[config.mk]
export PLATFORM = sky130hd
export DESIGN_NAME = mix_columns_unit
export DESIGN_NICKNAME = d
export VERILOG_FILES = /design/src/rtl/mix_columns_unit_pkg.sv /design/src/rtl/mix_columns_unit_gf_mul_const.sv /design/src/rtl/mix_columns_unit.sv
export SDC_FILE = /design/constraint.sdc
export NUM_CORES = 1
export LEC_CHECK = 0
export ABC_AREA = 1
export BUFFER_PORTS_ARGS = -buffer_cell sky130_fd_sc_hd__buf_4
export CAP_MARGIN = 10
export CORE_AREA = 2 2 191 193
export CTS_CLUSTER_DIAMETER = 50
export DETAILED_ROUTE_END_ITERATION = 12
export DIE_AREA = 0 0 193 195
export GPL_TIMING_DRIVEN = 0
export PLACE_DENSITY = 0.75
export SYNTH_ARGS = -nofsm -noshare
export SYNTH_HDL_FRONTEND = slang
export SYNTH_SLANG_ARGS = --single-unit
[constraint.sdc]
create_clock -name pi_clk -period 7.9 [get_ports pi_clk]
set_input_delay 0.395 -clock pi_clk [delete_from_list [all_inputs] [get_ports pi_clk]]
set_output_delay 0.395 -clock pi_clk [all_outputs]
set_load 0.01 [all_outputs]
[src/rtl/mix_columns_unit_pkg.sv]
// Shared constants, FSM encoding and GF(2^8) helpers for the MixColumns unit.
package mix_columns_unit_pkg;

    localparam logic [7:0]  GF_RED  = 8'h1B;
    localparam logic [15:0] FWD_ROW = 16'h2311;   // {2,3,1,1}
    localparam logic [15:0] INV_ROW = 16'hEBD9;   // {14,11,13,9}

    typedef enum logic [1:0] {
        ST_IDLE = 2'd0,
        ST_CALC = 2'd1,
        ST_DONE = 2'd2
    } state_e;

    function automatic logic [7:0] xtime(input logic [7:0] a);
        return {a[6:0], 1'b0} ^ (a[7] ? GF_RED : 8'h00);
    endfunction

    function automatic logic [3:0] row_coef(input logic [15:0] row, input int k);
        return row[15-4*k -: 4];
    endfunction

endpackage

[src/rtl/mix_columns_unit_gf_mul_const.sv]
// Combinational GF(2^8) multiply of one byte by a 4-bit coefficient (1,2,3,9,11,13,14).
module gf_mul_const
    import mix_columns_unit_pkg::*;
(
    input  logic [7:0] a_i,
    input  logic [3:0] coef_i,
    output logic [7:0] p_o
);

    logic [7:0] x2, x4, x8;

    assign x2 = xtime(a_i);
    assign x4 = xtime(x2);
    assign x8 = xtime(x4);

    // Coefficient bits select the power-of-two partial products.
    assign p_o = ({8{coef_i[0]}} & a_i) ^
                 ({8{coef_i[1]}} & x2)  ^
                 ({8{coef_i[2]}} & x4)  ^
                 ({8{coef_i[3]}} & x8);

endmodule

[src/rtl/mix_columns_unit.sv]
// AES (Inv)MixColumns over NUM_COLS state columns, one column transformed per cycle.
// state | meaning
// IDLE  | ready for a new state; po_ready high
// CALC  | transforming column cnt_q into the result register
// DONE  | result presented until pi_ready
module mix_columns_unit
    import mix_columns_unit_pkg::*;
#(
    parameter int NUM_COLS   = 4,
    parameter bit INVERSE_EN = 1'b1
) (
    input  logic                  pi_clk,
    input  logic                  pi_rst,
    input  logic                  pi_valid,
    output logic                  po_ready,
    input  logic [32*NUM_COLS-1:0] pi_data,
    input  logic                  pi_inverse,
    output logic                  po_valid,
    input  logic                  pi_ready,
    output logic [32*NUM_COLS-1:0] po_data
);

    localparam int W = 32 * NUM_COLS;

    state_e                 state_q;
    logic [1:0]             cnt_q;
    logic [W-1:0]           data_q;
    logic [W-1:0]           res_q;
    logic                   inv_q;
    logic [31:0]            col_in;
    logic [31:0]            col_out;
    logic [3:0][3:0][7:0]   prod;

    always_comb begin
        col_in = '0;
        for (int c = 0; c < NUM_COLS; c++) begin
            if (cnt_q == 2'(c)) col_in = data_q[W-32*(c+1) +: 32];
        end
    end

    // Coefficients are elaboration constants; with INVERSE_EN=0 the inverse
    // branch folds away and only the forward multipliers remain.
    for (genvar r = 0; r < 4; r++) begin : g_row
        for (genvar j = 0; j < 4; j++) begin : g_byte
            localparam logic [3:0] CF = row_coef(FWD_ROW, (j - r + 4) % 4);
            localparam logic [3:0] CI = row_coef(INV_ROW, (j - r + 4) % 4);
            logic [3:0] coef;

            assign coef = (INVERSE_EN && inv_q) ? CI : CF;

            gf_mul_const u_mul (
                .a_i   (col_in[31-8*j -: 8]),
                .coef_i(coef),
                .p_o   (prod[r][j])
            );
        end
    end

    always_comb begin
        col_out = '0;
        for (int r = 0; r < 4; r++) begin
            for (int j = 0; j < 4; j++) begin
                col_out[8*(3-r) +: 8] = col_out[8*(3-r) +: 8] ^ prod[r][j];
            end
        end
    end

    always_ff @(posedge pi_clk or posedge pi_rst) begin
        if (pi_rst) begin
            state_q <= ST_IDLE;
            cnt_q   <= '0;
            data_q  <= '0;
            inv_q   <= 1'b0;
            res_q   <= '0;
        end else begin
            case (state_q)
                ST_IDLE: begin
                    if (pi_valid) begin
                        data_q  <= pi_data;
                        inv_q   <= INVERSE_EN & pi_inverse;
                        cnt_q   <= '0;
                        state_q <= ST_CALC;
                    end
                end
                ST_CALC: begin
                    for (int c = 0; c < NUM_COLS; c++) begin
                        if (cnt_q == 2'(c)) res_q[W-32*(c+1) +: 32] <= col_out;
                    end
                    if (cnt_q == 2'(NUM_COLS - 1)) state_q <= ST_DONE;
                    else                           cnt_q   <= cnt_q + 2'd1;
                end
                ST_DONE: begin
                    if (pi_ready) state_q <= ST_IDLE;
                end
                default: state_q <= ST_IDLE;
            endcase
        end
    end

    assign po_ready = (state_q == ST_IDLE);
    assign po_valid = (state_q == ST_DONE);
    assign po_data  = (state_q == ST_DONE) ? res_q : '0;

endmodule

==> results.md <==
- Status: complete, but fails checks
- Failing checks: negative hold slack
- Die H: 195 microns
- Vias per cell: 5.271
- Slowest CP cell: a21oi_1
- Avg WL per Cell: 18.64 microns
- Clock sinks: 261
- Crit path depth: 22
- Synth unique cells: 43
- Buffer depth of the longest clock path: 3
- Syn Area/Cell: 6.478 sq um
- Final nets: 3159
- Final Hold Vio Count: 29
- Dpl hpwl: 50380 microns
- Register area share after synthesis: 38.04%
- DRT iter0 DRCs: 1713
- Arrival @ worst endpoint: 4300 ps
- Setup CP Type: reg2reg
- Slew @ Worst Pin: 957.0 ps
- Congestion Overflow GR: 0
- GRT Util Overall: 35.05%
- Vias: 18492
- Post-synth EDFFs: 0
- Synth area leader: dfrtp_1
- CTS HTree Levels: 1
- Post-Route Skew: 32.56 ps
- Path type of the worst min-delay path: in2async
- Worst-path clk slew: 70 ps
- Area occupied by multi-input gates: 9155 sq um
- Sequential Area: 6531 sq um
- Antenna viol nets, final: 0
- Hold Worst Slack: -69.24 ps
- Crit Path Max Fanout: 10
- Reg2Reg Depth: 22
- CTS tree: built
- Req. time, crit path: 8380 ps
- Post-Syn Nets: 2787
- Largest net degree at the start of global routing: 133
- Initial antenna violation count: 2
- Setup Viol. Count Final: 0
- Drc violations: 0
- TritonRoute pass-1 iters: 6
- Synth area leaders: dfrtp_1 (38%), nand2_1 (29%), nand3_1 (6.6%)
- Period utilization: 48.25%
- Worst-skew pair later-pin latency: 600 ps
- Top post-synthesis cells by count: nand2_1 (1304), dfrtp_1 (261), inv_1 (239)
- Root buffer cell: clkbuf_16
- Row count: 69
- Share of layout cells above drive strength 1: 16.35%
- Most common cell in the synthesized netlist: nand2_1
- CP most frequent cell: nand2_1
- Core box area: 35400 sq um
- Postcts setup bufs: 0
- Post-Syn Area: 17170 sq um
- Post-Syn Instances: 2650
- Unrepaired setup endpoints after global routing: false
- Yosys top cell area share: 38.04%
- Die ar.: 37640 sq um
- Cts bufs inserted: 31
- Final min period: 3812 ps
- GPL Wtd Cong: 1.027
- Worst path bufs/invs: 6
- I/O pin count: 263
- IO Port Bufs: 262
- Max Freq: 262.3 MHz
- Synth-to-Final Area Change: 25.71%
- Fillers: 3237
- Initial Util: 48.50%
- Vias in the first global route: 17929
- Post-synth ARST share: 100.0%
- Synth Warn #: 0
- Chip Width: 193 microns
- Most used DFF post-synth: dfrtp_1
- WL final: 65390 microns
- Crit-path cells: inv_1 > ha_1 > buf_6 > inv_4 > buf_2 > nand3_1 > a21oi_1 > nand2_1 > nand2_1 > nand2_1 > nand2_2 > nand2_1 > nand2_1 > nand2_1 > inv_1 > nand2_1 > nand2_1 > inv_1 > nand2_1 > nand2_1 > nand2_1 > nand2_1
- Normalized max-slew margin: 36.20%
- CP Capture Type: flip-flop
- First-pass GRT wire length: 100300 microns
- Max Transition Viols Final: 0
- Yosys reg bits: 261
- Family with the most delay on the worst path: simple AND/OR/NAND/NOR gates
- CP startpoint kind: flip-flop
- Max incr delay on CP: 410 ps
- Max Cap Viol: 0
==> metal layers <==
layer / vias to the layer above / GRT usage, % / part of all wire [%]
met5: - / 0 / 0.026
met1: 8616 / 44.79 / 41
met4: 2 / 17.85 / 5.7
li1: 8830 / - / -
met2: 861 / 57.77 / 46
met3: 183 / 4.996 / 7.5
==> sequential cells by signal (all words and copies together) (netlist names) <==
signal and flops:
data_q 128, res_q 128, cnt_q 2, state_q 2
inv_q 1
==> path summary, 6_finish.rpt <==
kind	start	end	slack (ps)
worst max-delay path	cnt_q[0]	res_q[123]	4090
worst min-delay path	pi_rst	res_q[59]	-70
worst max register to register	cnt_q[0]	res_q[123]	4090
worst min register to register	res_q[71]	res_q[71]	480
max in group asynchronous	pi_rst	data_q[0]	6740
min in group pi_clk	pi_data[95]	data_q[95]	20
==> layout by cell type (no fill, tap or decap), types with 3 or more instances in the layout <==
cell / n
buf_4: 269
or2_1: 8
a21boi_4: 4
o21ai_1: 5
inv_1: 238
inv_8: 5
dfrtp_1: 261
a21oi_2: 11
inv_4: 4
nand2_4: 7
xnor2_1: 23
ha_1: 4
xor2_1: 62
buf_6: 8
clkinv_1: 4
nand2_1: 1304
inv_2: 18
nand3b_1: 12
or2_2: 4
buf_2: 21
clkinv_2: 5
nand4_1: 18
nor2_1: 173
clkinvlp_4: 3
buf_1: 3
a21oi_1: 36
dlygate4sd3_1: 76
clkbuf_16: 31
nand2_2: 58
nor2_2: 12
clkbuf_1: 60
nand3_1: 225
clkbuf_8: 6
o21ai_0: 28
nand3_2: 14
==> worst reg2reg max path, stage by stage, from the launching register on <==
cell and delay [ps]:
dfrtp_1 390, inv_1 100, ha_1 210, buf_6 150, inv_4 100, buf_2 290
nand3_1 360, a21oi_1 410, nand2_1 90, nand2_1 190, nand2_1 130, nand2_2 140
nand2_1 100, nand2_1 90, nand2_1 90, inv_1 60, nand2_1 40, nand2_1 70
inv_1 50, nand2_1 50, nand2_1 300, nand2_1 200, nand2_1 70
==> what timing repair did <==
| action | in CTS | in global routing |
|---|---|---|
| hold endpoints to repair | 76 | 0 |
| hold buffers | 76 | 0 |
| resized for setup | 0 | 0 |
| endpoints found under the setup margin | 0 | 0 |
==> cell families after synthesis <==
| group | count (synthesis) | share of synthesized area (%) |
|---|---|---|
| flops | 261 | 38.04 |
| xor+xnor | 88 | 4.686 |
| buf+inv | 362 | 8.629 |
| compound gates | 95 | 3.666 |
| simple gates | 1840 | 44.68 |
| fa+ha+maj | 4 | 0.2915 |
==> area by class of cell <==
type / instances / area share, %
plain buffers: 97 / 2.209
diodes: 1 / 0.01159
multi-input cells: 2027 / 42.42
inverters: 265 / 4.690
well taps: 461 / 2.673
repair buffers: 339 / 12.77
clock buffers: 39 / 4.012
clock inverters: 18 / 0.9566
flip-flops and latches: 261 / 30.26
==> through the flow <==
stage / util [%] / TNS, ps / instances / worst slack [ps] / cell area, sq um
finish: 60.97 / 0 / 3508 / 4088 / 21580
global route: 60.97 / 0 / 3508 / 3831 / 21580
CTS: 60.97 / 0 / 3507 / 4156 / 21580
detailed placement: 55.79 / 0 / 3374 / 4195 / 19750
global placement: 55.69 / -582450 / 3373 / -2275 / 19710
floorplan: - / 0 / 2650 / 321.5 / 17170
Power is not shown: default switching activity piles up to over one toggle a cycle in this logic, so the estimate is an artifact.
